<file path="src/rtl/fifo_write_arb_if.sv">
// Write-request bundle between the three packet sources and the event FIFO
// arbiter. WIDTH is the packet width including parity; the carried data is
// WIDTH-1 bits.
interface fifo_write_arb_if #(
    parameter int WIDTH = 64
);
    logic [2:0]       req;
    logic [WIDTH-2:0] req_data0;
    logic [WIDTH-2:0] req_data1;
    logic [WIDTH-2:0] req_data2;
    logic             fifo_full;
    logic [2:0]       grant_ack;
    logic             dropped;
    logic [WIDTH-2:0] fifo_data;
    logic             write_fifo_n;

    // Requesters plus FIFO side (drives requests and fifo_full)
    modport master (
        output req, req_data0, req_data1, req_data2, fifo_full,
        input  grant_ack, dropped, fifo_data, write_fifo_n
    );

    // Arbiter side
    modport slave (
        input  req, req_data0, req_data1, req_data2, fifo_full,
        output grant_ack, dropped, fifo_data, write_fifo_n
    );
endinterface

</file>
<file path="src/rtl/fifo_write_arb.sv">
// Event FIFO write arbiter: three 4-phase requesters share one FIFO write
// port. Local events (req[0]) are dropped after STALL_LIMIT consecutive
// full-stall cycles; the other two requesters wait indefinitely.
// Optional feature: define FIFO_ARB_ROUND_ROBIN_EN for round-robin winner
// selection; otherwise fixed priority 2 > 1 > 0.
module fifo_write_arb #(
    parameter int WIDTH       = 64,
    parameter int STALL_LIMIT = 15
) (
    input  logic                 clk,
    input  logic                 reset,
    fifo_write_arb_if.slave      bus,
    output logic [7:0]           drop_count,
    output logic                 arb_busy
);
    localparam int SCW = (STALL_LIMIT < 16) ? 4 : $clog2(STALL_LIMIT + 1);

    typedef enum logic [1:0] {IDLE, WRITE, RELEASE} state_t;

    state_t           state_reg, state_next;
    logic [1:0]       winner_reg, winner_next;
    logic [SCW-1:0]   stall_reg, stall_next;
    logic [WIDTH-2:0] fifo_data_reg;
    logic             write_n_reg;
    logic [2:0]       grant_reg;
    logic             dropped_reg;
    logic [7:0]       drop_count_reg;
    logic [1:0]       sel_idx;
    logic             load_data;
    logic             drop_now;
    logic [WIDTH-2:0] req_data_arr [3];

    assign req_data_arr[0] = bus.req_data0;
    assign req_data_arr[1] = bus.req_data1;
    assign req_data_arr[2] = bus.req_data2;

`ifdef FIFO_ARB_ROUND_ROBIN_EN
    logic [1:0] pointer_reg;
    logic       found;

    // Cyclic search starting just after the last granted index
    always_comb begin
        int cand;
        sel_idx = 2'd0;
        found   = 1'b0;
        for (int k = 1; k <= 3; k++) begin
            cand = (int'(pointer_reg) + k) % 3;
            if (!found && bus.req[cand]) begin
                sel_idx = 2'(cand);
                found   = 1'b1;
            end
        end
    end

    // Pointer follows every grant, drops included
    always_ff @(posedge clk) begin
        if (reset) begin
            pointer_reg <= 2'd2;
        end else if (load_data) begin
            pointer_reg <= sel_idx;
        end else if (drop_now) begin
            pointer_reg <= 2'd0;
        end
    end
`else
    // Fixed priority: config-read reply, then rx pass-along, then local event
    always_comb begin
        if (bus.req[2])      sel_idx = 2'd2;
        else if (bus.req[1]) sel_idx = 2'd1;
        else                 sel_idx = 2'd0;
    end
`endif

    // Next-state, winner capture and drop decision
    always_comb begin
        state_next  = state_reg;
        winner_next = winner_reg;
        load_data   = 1'b0;
        drop_now    = 1'b0;
        case (state_reg)
            IDLE: begin
                // Selection wins over a drop; they cannot coincide anyway
                // because a drop needs fifo_full high.
                if ((|bus.req) && !bus.fifo_full) begin
                    state_next  = WRITE;
                    winner_next = sel_idx;
                    load_data   = 1'b1;
                end else if (bus.fifo_full && bus.req[0] &&
                             stall_reg == SCW'(STALL_LIMIT)) begin
                    state_next  = RELEASE;
                    winner_next = 2'd0;
                    drop_now    = 1'b1;
                end
            end
            WRITE:   state_next = RELEASE;
            RELEASE: if (!bus.req[winner_reg]) state_next = IDLE;
            default: state_next = IDLE;
        endcase
    end

    // Stall counter: counts IDLE cycles with the local event blocked by a full FIFO
    always_comb begin
        stall_next = stall_reg;
        if (load_data || drop_now || !bus.req[0] || !bus.fifo_full) begin
            stall_next = '0;
        end else if (state_reg == IDLE) begin
            stall_next = stall_reg + SCW'(1);
        end
    end

    // State, data latch and registered strobes (one cycle behind WRITE)
    always_ff @(posedge clk) begin
        if (reset) begin
            state_reg      <= IDLE;
            winner_reg     <= 2'd0;
            stall_reg      <= '0;
            fifo_data_reg  <= '0;
            write_n_reg    <= 1'b1;
            grant_reg      <= 3'b000;
            dropped_reg    <= 1'b0;
            drop_count_reg <= 8'd0;
        end else begin
            state_reg   <= state_next;
            winner_reg  <= winner_next;
            stall_reg   <= stall_next;
            if (load_data) begin
                fifo_data_reg <= req_data_arr[sel_idx];
            end
            write_n_reg <= (state_reg != WRITE);
            if (state_reg == WRITE) begin
                grant_reg <= 3'b001 << winner_reg;
            end else if (drop_now) begin
                grant_reg <= 3'b001;
            end else begin
                grant_reg <= 3'b000;
            end
            dropped_reg <= drop_now;
            if (drop_now && drop_count_reg != 8'd255) begin
                drop_count_reg <= drop_count_reg + 8'd1;
            end
        end
    end

    assign bus.fifo_data    = fifo_data_reg;
    assign bus.write_fifo_n = write_n_reg;
    assign bus.grant_ack    = grant_reg;
    assign bus.dropped      = dropped_reg;
    assign drop_count       = drop_count_reg;
    assign arb_busy         = (state_reg != IDLE);
endmodule

</file>
<file path="src/flat_wrapper.sv">
// flat-port wrapper written by rule: the top's interface ports become plain ports
module fifo_write_arb_flat 
#(
    parameter int WIDTH       = 64,
    parameter int STALL_LIMIT = 15
)
  (clk, reset, drop_count, arb_busy, bus_req, bus_req_data0, bus_req_data1, bus_req_data2, bus_fifo_full, bus_grant_ack, bus_dropped, bus_fifo_data, bus_write_fifo_n);
  fifo_write_arb_if #(.WIDTH(WIDTH)) bus_i ();
  input  logic clk;
  input  logic reset;
  output logic [7:0] drop_count;
  output logic arb_busy;
  input wire logic [$bits(bus_i.req)-1:0] bus_req;
  input wire logic [$bits(bus_i.req_data0)-1:0] bus_req_data0;
  input wire logic [$bits(bus_i.req_data1)-1:0] bus_req_data1;
  input wire logic [$bits(bus_i.req_data2)-1:0] bus_req_data2;
  input wire logic [$bits(bus_i.fifo_full)-1:0] bus_fifo_full;
  output wire logic [$bits(bus_i.grant_ack)-1:0] bus_grant_ack;
  output wire logic [$bits(bus_i.dropped)-1:0] bus_dropped;
  output wire logic [$bits(bus_i.fifo_data)-1:0] bus_fifo_data;
  output wire logic [$bits(bus_i.write_fifo_n)-1:0] bus_write_fifo_n;
  assign bus_i.req = bus_req;
  assign bus_i.req_data0 = bus_req_data0;
  assign bus_i.req_data1 = bus_req_data1;
  assign bus_i.req_data2 = bus_req_data2;
  assign bus_i.fifo_full = bus_fifo_full;
  assign bus_grant_ack = bus_i.grant_ack;
  assign bus_dropped = bus_i.dropped;
  assign bus_fifo_data = bus_i.fifo_data;
  assign bus_write_fifo_n = bus_i.write_fifo_n;
  fifo_write_arb #(.WIDTH(WIDTH), .STALL_LIMIT(STALL_LIMIT)) u_core (.clk(clk), .reset(reset), .bus(bus_i), .drop_count(drop_count), .arb_busy(arb_busy));
endmodule
</file>
<file path="config.mk">
export PLATFORM = sky130hd
export DESIGN_NAME = fifo_write_arb_flat
export DESIGN_NICKNAME = d
export VERILOG_FILES = /design/src/rtl/fifo_write_arb_if.sv /design/src/rtl/fifo_write_arb.sv /design/src/flat_wrapper.sv
export SDC_FILE = /design/constraint.sdc
export NUM_CORES = 1
export LEC_CHECK = 0
export ABC_AREA = 1
export CORE_ASPECT_RATIO = 1.75
export CORE_MARGIN = 2
export CORE_UTILIZATION = 40
export DETAILED_ROUTE_END_ITERATION = 7
export PLACE_DENSITY = 0.88
export SETUP_SLACK_MARGIN = 0.15
export SKIP_LAST_GASP = 1
export SLEW_MARGIN = 20
export SYNTH_ARGS = -nofsm -noshare
export SYNTH_HDL_FRONTEND = slang
export SYNTH_SLANG_ARGS = --single-unit
</file>
<file path="constraint.sdc">
create_clock -name clk -period 4.17 [get_ports clk]
set_clock_uncertainty 0.15 [all_clocks]
set_input_delay 0.6255 -clock clk [delete_from_list [all_inputs] [get_ports clk]]
set_output_delay 0.6255 -clock clk [all_outputs]
set_load 0.01 [all_outputs]
</file>
==> impl_metrics.yaml <==
status:
  status: "completed"
timing:
  finalSetupTns_ns: 0
  period_needed_ns: 2.58
  final_max_slew_viol_count: 0
  worst_slack_ns: 1.59
  rsz0062_at_grt: "no"
  worst_pin_slew_ns: 0.737
  fmax_mhz: 387
  setup_viol: 0
  finalCritPeriodShare: 0.620
  finalHoldViolCount: 0
  max-slew-margin-rel: 0.508
route:
  wire_per_inst_um: 14.1
  wirelength_um: 15100
  final_antenna_net_count: 0
  vias_per_cell: 4.83
  drc_errors: 0
  via_count: 5180
  drt_iter0_drc: 198
  drt-pass1-iter-count: 5
cts:
  cts_inserted_buffers: 9
  path_clk_slew_ns: 0.06
  cts_tree: "built"
  cts_buffer_depth: 2
  ctsResizeCount: 0
  insertion_delay_ns: 0.33
  cts_sinks: 84
  htreeDepth: 3
  cts_hold_buf: 0
  post-cts-setup-buffers: 0
  root_buffer: "clkbuf_16"
setup_path:
  critPathMaxFanout: 30
  crit_top_cell: "nand2_1"
  reg2reg_slack_ns: 2.18
  crit_path_max_incr_delay_ns: 0.63
  cp_cell_sequence: "clkdlybuf4s50_1, inv_1, nand3_2, inv_2, buf_4, nand2_1, nand2_1"
  worst_ep_required_time_ns: 4.30
  reg2reg_from: "u_core.state_reg[1]"
  endpoint_kind: "flip-flop"
  startpoint: "reset"
  worst_r2r_path_depth: 8
  cp.arrival_ns: 2.71
  crit_slowest_cell: "clkdlybuf4s50_1"
  worstSetupPathType: "input pin to flip-flop"
  startpoint_type: "input pin"
die:
  rows: 49
  num_io_pins: 272
  fp.dieArea_um2: 11400
  die_y_um: 140
  core_region_area_um2: 10200
  start_util: 0.410
  die_w_um: 81.5
cells_and_area:
  layout-drive-gt1-share: 0.0339
  insertedDiodeCount: 0
  largest_reg_flops: 63
  nets: 1137
  syn2layout_area_growth_pct: 72.5
yosys:
  yosysSeqAreaShare: 0.400
  syn_inst: 685
  synth_cell_types: 26
  synthesis.area_um2: 4200
  avgSynthCellArea_um2: 6.14
  yosys_warnings: 0
  postSynthNetCount: 882
  synth_seq_cells: 84
hold_path:
  hold_class: "flip-flop to flip-flop"
  hp-start: "u_core.bus.fifo_data[60]"
  holdPathStages: 2
global_route:
  overflow: 0
  grt_usage: 0.268
  grt_pass1_wl_um: 23500
  grt_max_degree: 45
  antenna_found_initial: 0
  grt_pass1_vias: 4957
power:
  ir_worst_vdd_v: 0.000215
  cellPowerDensity_nw_per_um2: 293
  power_leakage_uw: 0.00317
place:
  io_buffers: 271
  dp_slack_ns: 1.24
  gp_congestion: 0.921
  hpwl_um: 11700
flow_run:
  max_cap_viol_count: 0
==> per-stage QoR <==
step                      utilization  cells  instance area (um2)  total power (uW)  hold slack (ns)
after floorplan                     -    685                 4200              1090            0.308
after global placement          0.682   1056                 6980              1420            0.277
after detailed placement        0.682   1056                 6980              1430            0.283
after CTS                       0.708   1072                 7250              2140            0.298
after global routing            0.708   1072                 7250              2230            0.316
final                           0.708   1072                 7250              2120            0.295
==> layout make-up <==
class | count | area [um2]
Clock buffer | 14 | 254
Clock inverter | 2 | 10.0
Fill cell | 837 | 2990
Inverter | 20 | 75.1
Multi-Input combinational cell | 546 | 2280
Sequential cell | 84 | 1680
Tap cell | 127 | 159
Timing Repair Buffer | 279 | 2790
==> worst max-delay path, delay by kind of cell <==
family	cells	cell delay, ns
and+or+nand+nor	3	0.34
buffers and inverters	4	1.75
==> layer usage <==
metal  global-route usage  wire, um  up-vias
li1                     -         -     2642
met1                0.282      5460     2278
met2                0.478      7930      222
met3               0.0649      1160       38
met4                0.132       558        0
met5                    0         0        -
==> power breakdown <==
part / internal, uW / switching, uW
Combinational: 303 / 222
Clock: 418 / 299
Sequential: 854 / 28.5
Total: 1580 / 549
==> path summary, 6_finish.rpt <==
| path | endpoint |
|---|---|
| worst max-delay path | u_core.bus.fifo_data[39] |
| worst min-delay path | u_core.bus.fifo_data[60] |
| worst max register to register | u_core.bus.fifo_data[29] |
| worst min register to register | u_core.bus.fifo_data[60] |
==> placed cells by master, fill, tap and decap left out, types with 2 or more instances in the layout <==
master,n
a21oi_1,16
buf_12,2
buf_4,6
clkbuf_1,4
clkbuf_16,9
clkdlybuf4s50_1,270
clkinv_2,2
dfxtp_1,84
ha_1,2
inv_1,17
inv_2,3
nand2_1,404
nand3_1,76
nand3_2,2
nand4_1,2
nor2_1,21
nor2_4,2
nor3_1,2
o21ai_0,8
xnor2_1,2
xor2_1,2
==> cell families (layout without fill, tap and decap cells) <==
group | Yosys count | count (layout) | share of synthesized area
AOI/OAI and AO/OA | 27 | 27 | 0.0354
xor gates and xnor gates | 4 | 4 | 0.00834
adders and majority gates | 2 | 2 | 0.00595
buffers and inverters | 55 | 315 | 0.0607
DFF | 84 | 84 | 0.400
and+or+nand+nor | 513 | 513 | 0.489
==> Yosys cell counts <==
library cell | n | area [um2]
ha_1 | 2 | 25.0
clkbuf_1 | 14 | 52.6
nand3b_1 | 1 | 7.51
a21oi_4 | 1 | 16.3
nor2_2 | 3 | 18.8
nand4_1 | 2 | 12.5
xor2_1 | 2 | 17.5
nand2_1 | 404 | 1520
nand3_2 | 2 | 20.0
a21oi_1 | 16 | 80.1
nor2_1 | 21 | 78.8
nand3_1 | 76 | 380
o21ai_0 | 8 | 40.0
nand2_2 | 1 | 6.26
buf_6 | 3 | 33.8
buf_1 | 3 | 11.3
xnor2_1 | 2 | 17.5
buf_2 | 12 | 60.1
buf_4 | 3 | 22.5
o21ai_1 | 1 | 5.00
a21boi_0 | 1 | 7.51
inv_2 | 3 | 11.3
inv_1 | 17 | 63.8
nor3_1 | 2 | 10.0
or2_2 | 1 | 6.26
dfxtp_1 | 84 | 1680
(Power assumes the default switching activity.)
